File: config.mk
export PLATFORM = sky130hd
export DESIGN_NAME = fifo_wptr_full
export DESIGN_NICKNAME = d
export VERILOG_FILES = /design/src/rtl/fifo_wptr_full.sv
export SDC_FILE = /design/constraint.sdc
export NUM_CORES = 1
export LEC_CHECK = 0
export ABC_AREA = 1
export BUFFER_PORTS_ARGS = -buffer_cell sky130_fd_sc_hd__buf_2
export CORE_ASPECT_RATIO = 0.75
export CORE_UTILIZATION = 45
export DETAILED_ROUTE_END_ITERATION = 8
export PLACE_DENSITY = 0.8
export SLEW_MARGIN = 20
export SYNTH_ARGS = -nofsm -noshare
export SYNTH_HDL_FRONTEND = slang
export SYNTH_SLANG_ARGS = --single-unit
File: constraint.sdc
create_clock -name wclk -period 2.8 [get_ports wclk]
set_clock_uncertainty 0.15 [all_clocks]
set_input_delay 0.14 -clock wclk [delete_from_list [all_inputs] [get_ports wclk]]
set_output_delay 0.14 -clock wclk [all_outputs]
set_load 0.03 [all_outputs]
File: src/rtl/fifo_wptr_full.sv
// Write-side pointer, full/almost-full flags and occupancy for the async FIFO.
// Flags are computed from the next pointer, so they move on the edge that accepts a push.
module fifo_wptr_full #(
  parameter int unsigned ADDR_SIZE    = 3,
  parameter int unsigned AFULL_THRESH = 1
) (
  input  logic                 wclk,
  input  logic                 wrst,
  input  logic                 winc,
  input  logic [ADDR_SIZE:0]   wq2_rptr,
  output logic                 wen,
  output logic [ADDR_SIZE-1:0] waddr,
  output logic [ADDR_SIZE:0]   wptr,
  output logic                 wfull,
  output logic                 walmost_full,
  output logic [ADDR_SIZE:0]   wlevel,
  output logic                 woverflow
);

  localparam int unsigned        DEPTH   = 1 << ADDR_SIZE;
  localparam logic [ADDR_SIZE:0] DEPTH_W = (ADDR_SIZE+1)'(DEPTH);
  localparam logic [ADDR_SIZE:0] AFULL_W = (ADDR_SIZE+1)'(AFULL_THRESH);

  logic [ADDR_SIZE:0] wbin_q, wbin_d;
  logic [ADDR_SIZE:0] wptr_q, wgray_d;
  logic [ADDR_SIZE:0] wlevel_q, wlevel_d;
  logic [ADDR_SIZE:0] rbin;
  logic [ADDR_SIZE:0] free_d;
  logic               wfull_q, wfull_d;
  logic               wafull_q, wafull_d;
  logic               wovf_q, wovf_d;

  // Gray-to-binary: each binary bit is the XOR of all Gray bits at or above it.
  always_comb begin
    rbin = '0;
    for (int unsigned i = 0; i <= ADDR_SIZE; i++) begin
      rbin[i] = ^(wq2_rptr >> i);
    end
  end

  always_comb begin
    wen      = winc & ~wfull_q;
    wbin_d   = wbin_q + {{ADDR_SIZE{1'b0}}, wen};
    wgray_d  = (wbin_d >> 1) ^ wbin_d;
    wlevel_d = wbin_d - rbin;
    free_d   = DEPTH_W - wlevel_d;
    wfull_d  = (wgray_d == {~wq2_rptr[ADDR_SIZE:ADDR_SIZE-1], wq2_rptr[ADDR_SIZE-2:0]});
    wafull_d = (free_d <= AFULL_W);
    wovf_d   = wovf_q | (winc & wfull_q);
  end

  always_ff @(posedge wclk) begin
    if (wrst) begin
      wbin_q   <= '0;
      wptr_q   <= '0;
      wlevel_q <= '0;
      wfull_q  <= 1'b0;
      wafull_q <= 1'b0;
      wovf_q   <= 1'b0;
    end else begin
      wbin_q   <= wbin_d;
      wptr_q   <= wgray_d;
      wlevel_q <= wlevel_d;
      wfull_q  <= wfull_d;
      wafull_q <= wafull_d;
      wovf_q   <= wovf_d;
    end
  end

  assign waddr        = wbin_q[ADDR_SIZE-1:0];
  assign wptr         = wptr_q;
  assign wfull        = wfull_q;
  assign walmost_full = wafull_q;
  assign wlevel       = wlevel_q;
  assign woverflow    = wovf_q;

endmodule

======== After elaboration in Yosys (flattened, before gate mapping) ========
Cells that the tools add are included.
operators by class
  add/sub/neg operators ................... 3
  order comparisons ....................... 1
  equality and inequality tests ........... 1
  bitwise gates (word level) .............. 6
  reductions and logical operators ........ 4
operators by type and width
  cell                                                                               number
  4-bit parity                                                                       4
  4-bit by 1-bit adder with 4-bit output                                             1
  4-bit == test                                                                      1
  4-bit by 1-bit less-or-equal comparator with 1-bit output (second input constant)  1
  4-bit subtractor                                                                   1
  4-bit subtractor (first input constant)                                            1
  3-bit by 4-bit XOR with 4-bit output                                               1
  1-bit bitwise AND                                                                  2
  2-bit inverter                                                                     1
  1-bit inverter                                                                     1
  1-bit bitwise OR                                                                   1
storage, ports and cells
  flip-flop bits (word level) ............. 15
  bits of input ports ..................... 7
  output and inout bits ................... 15

======== Logic depth before layout (Yosys ltp) ========
  depth in word-level cells ............... 6
  gate-level depth with buffers ........... 16

======== Worst setup path after synthesis ========
Ideal clock, no wire load.
  kind .................................... register to register
  from .................................... reg wfull_q (netlist: wfull)
  to ...................................... reg wafull_q (netlist: walmost_full)
  setup time .............................. 0.113 ns
  data arrival time ....................... 2.046 ns
  setup slack ............................. 0.491 ns
  cell stages (with the launch flop) ...... 17
  path buffers ............................ 0
  period minus slack after synthesis ...... 2.309 ns
  cell sequence ........................... dfxtp_1 > inv_1 > nand3_2 > inv_1 > ha_1 > inv_1 > nand3_1 > nand2_1 > inv_1 > ha_1 > inv_1 > nand2_2 > nand2_2 > and2_4 > nor2_2 > nor2_1 > nor2_1
on the way
  cells in the longest elaborated chain, start to end .. 6
ends and longest elaborated chain
  what                                                       line  RTL
  from (decl)                                                29    logic wfull_q, wfull_d;
  from (signal assigned)                                     64    wfull_q <= wfull_d;
  1-bit inverter                                             42    wen = winc & ~wfull_q;
  1-bit bitwise AND                                          42
  4-bit by 1-bit adder with 4-bit output                     43    wbin_d = wbin_q + {{ADDR_SIZE{1'b0}}, wen};
  named net wbin_d[1]                                        24    logic [ADDR_SIZE:0] wbin_q, wbin_d;
  4-bit subtractor                                           45    wlevel_d = wbin_d - rbin;
  4-bit subtractor                                           46    free_d = DEPTH_W - wlevel_d;
  4-bit by 1-bit less-or-equal comparator with 1-bit output  48    wafull_d = (free_d <= AFULL_W);
  to (signal assigned)                                       65    wafull_q <= wafull_d;
  to (decl)                                                  30    logic wafull_q, wafull_d;
The timed path passes the listed nets, and every way through them passes these cells.
A chain may end at the register's enable or synchronous reset.

======== Worst setup path after layout ========
  from .................................... in winc
  to ...................................... reg wafull_q (netlist: walmost_full)
on the way
  cells in the longest elaborated chain, start to end .. 5
ends and longest elaborated chain
  what                                                       line  RTL
  from (decl)                                                9     input logic winc,
  1-bit bitwise AND                                          42
  4-bit by 1-bit adder with 4-bit output                     43
  named net wbin_d[1]                                        24
  4-bit subtractor                                           45
  4-bit subtractor                                           46
  4-bit by 1-bit less-or-equal comparator with 1-bit output  48
The timed path passes the listed nets, and every way through them passes these cells.

==> run_results.csv <==
group,metric,value,unit
run_status,status,"finished, final reports clean",
grt,grt_pass1_vias,655,
route,dr.pass1.iters,2,
pwr,power.density,573,mW/mm^2
cts,post_cts_resized,0,
cts,clkSlewWorstSetupHoldPaths,80,ps
final_layout,syn_to_final_growth,21.1,%
die,num_io_pins,22,
placed_design,portBuffers,21,
synthesis,syn_area,825,um^2
sta,worstMarginPinSlew,238,ps
cts,cts_buffers,3,
placed_design,placed_cell_area,952,um^2
critical_path,required,2870,ps
synthesis,ys_warn_count,0,
final_layout,layout.cells.non_filler,161,
critical_path,cp_max_fo,4,
synthesis,synth_edf_count,0,
cts,hold_buffers,1,
grt,grt-busiest-layer,"met2",
route,vias,748,
final_layout,design_area,998,um^2
die,dieHeight,39.1,um
grt,grt.total_usage,18.7,%
route,routedWlPerCell,9.89,um
placed_design,placedCellCount,156,
pwr,leakagePower,0.555,nW
placed_design,hpwl,1370,um
pwr,worst_ir_drop_vdd,0.000285,V
die,row_count,12,
critical_path,cp_slowest_cell,"dlygate4sd3_1",
die,fp.dieW,51.4,um
cts,cts_tree,"built",
sta,setup_viol,0,
synthesis,syn_avg_cell_area,7.17,um^2
route,post-route-drc-count,0,
final_layout,post-route-util,62.7,%
worst_hold_path,min_path_type,"in -> reg",
sta,tns,0,ps
final_layout,n_antenna_cell,0,
synthesis,ys_top_cells_by_area,"dfxtp_1 34%, nand2_1 9.6%, inv_1 8.2%",
critical_path,path_common_cell,"inv_1",
sta,period_needed,2360,ps
sta,setup_ws,436,ps
cts,clockBufferDepth,2,
grt,use_met1,23.0,%
synthesis,synth_top_cell_by_area,"dfxtp_1",
placed_design,dp_slack,507,ps
job,max_cap_violations,0,
grt,grt_start_max_net_pins,14,
sta,period_share,84.4,%
critical_path,crit_start,"winc",
critical_path,cp_slowest_stage_delay,530,ps
pwr,total_power,0.572,mW
synthesis,synthArstFlopShare,0,%
critical_path,path_cells,"dlygate4sd3_1 -> buf_2 -> nand3_2 -> inv_1 -> ha_1 -> inv_1 -> nand3_1 -> nand2_1 -> inv_1 -> ha_1 -> inv_1 -> nand3_1 -> and2_4 -> nor2_2 -> nor2_1 -> nor2_1",
route,first_iter_violations,21,
sta,maxSlewViolCount,0,
final_layout,most-common-layout-cells,"21 x nand2_1, 21 x buf_2, 18 x inv_1",
sta,max_freq,423,MHz
grt,grt_pass1_wl,2690,um
die,die-area,0.00201,mm^2
synthesis,synth_compound_area_share,2.12,%
sta,slew_headroom,84.1,%
sta,holdWs,24.0,ps
final_layout,fin_nets,152,
grt,antenna_found_initial,0,
critical_path,cp.arrival,2440,ps
grt,grt_util_met2,33.1,%
worst_hold_path,hp-start,"wq2_rptr[2]",
critical_path,criticalPathCategory,"in -> reg",
cts,post_cts_buffers,0,
synthesis,synthFlopType,"dfxtp_1",
route,ant_nets,0,
synthesis,syn_nets,126,
synthesis,seq_area_frac_synth,34.0,%
final_layout,drive_above_1_share,30.7,%
synthesis,synth_top_family_by_area,"simple AND/OR/NAND/NOR gates",
synthesis,yosysUniqueCellTypes,19,
placed_design,gp_congestion,0.777,
die,coreArea,0.00159,mm^2
critical_path,r2r-start,"wfull",
critical_path,cp-end-kind,"flip-flop",
cts,clkLatencyLatePin,280,ps
die,start_util,51.8,%
grt,gr-usage-met3,3.53,%
grt,gr-total-overflow,0,
synthesis,synthMuxAreaShare,0,%
synthesis,ys_seq_elements,14,
sta,hold_viol_final,0,
synthesis,synth_cells,115,
synthesis,synthXorXnorAreaFrac,8.35,%
route,drt-total-wl,1590,um
route,vias_per_cell,4.65,
critical_path,worstSetupStartpointType,"primary input",
synthesis,yosys.area_share.simple,39.9,%
synthesis,synth_top_area_share,34.0,%
sta,rsz0062_at_grt,"no",
cts,cts-root-buf,"clkbuf_4",
cts,h-tree-depth,1,
synthesis,synth_adder_area_share,6.07,%
cts,clock_sink_count,14,
## Yosys cell counts, types with 2 or more instances
cell and count:
a21oi_1 2, dfxtp_1 14, ha_1 4, inv_1 18
inv_2 2, nand2_1 21, nand2_2 7, nand2_4 2
nand3_1 11, nand3_2 3, nor2_1 17, nor2_2 2
xor2_1 6
## critical path: cells and delay by family
family | cells | cell delay, ps
buffers and inverters | 6 | 980
AND/OR/NAND/NOR | 8 | 760
adder cells (fa/ha/maj) | 2 | 550
## worst paths after layout
path	endpoint	slack, ps	depth (start not counted)
setup / recovery	walmost_full	440	16
hold / removal	wfull	20	3
hold reg to reg	woverflow	340	2
setup reg to reg	walmost_full	480	15
## power breakdown
part | internal [mW] | switching, mW
clock network | 0.0791 | 0.0649
logic | 0.0691 | 0.133
registers | 0.219 | 0.00678
## sequential cells by signal, summed over array words and instances, names as in the netlist
signal and flops:
walmost_full 1, woverflow 1, wbin_q 4, wlevel 4, wptr 3, wfull 1
## layer usage
metal	vias to the layer above	routed length [um]
li1	404	-
met1	325	794
met2	17	730
met3	2	50
met4	0	18
met5	-	0
## cell families after synthesis
| logic type | Yosys count |
|---|---|
| xor gates and xnor gates | 7 |
| buffers and inverters | 21 |
| DFF | 14 |
| AOI/OAI and AO/OA | 3 |
| and+or+nand+nor | 66 |
| adders and majority gates | 4 |
## final cells by class
cell class | instances | area [um^2]
multi-input combinational | 80 | 465
clock buffer | 4 | 36.3
fill | 145 | 593
timing repair buffer | 22 | 115
tap | 21 | 26.3
sequential | 14 | 280
inverter | 20 | 75.1
Power figures use the tool's default switching activity.
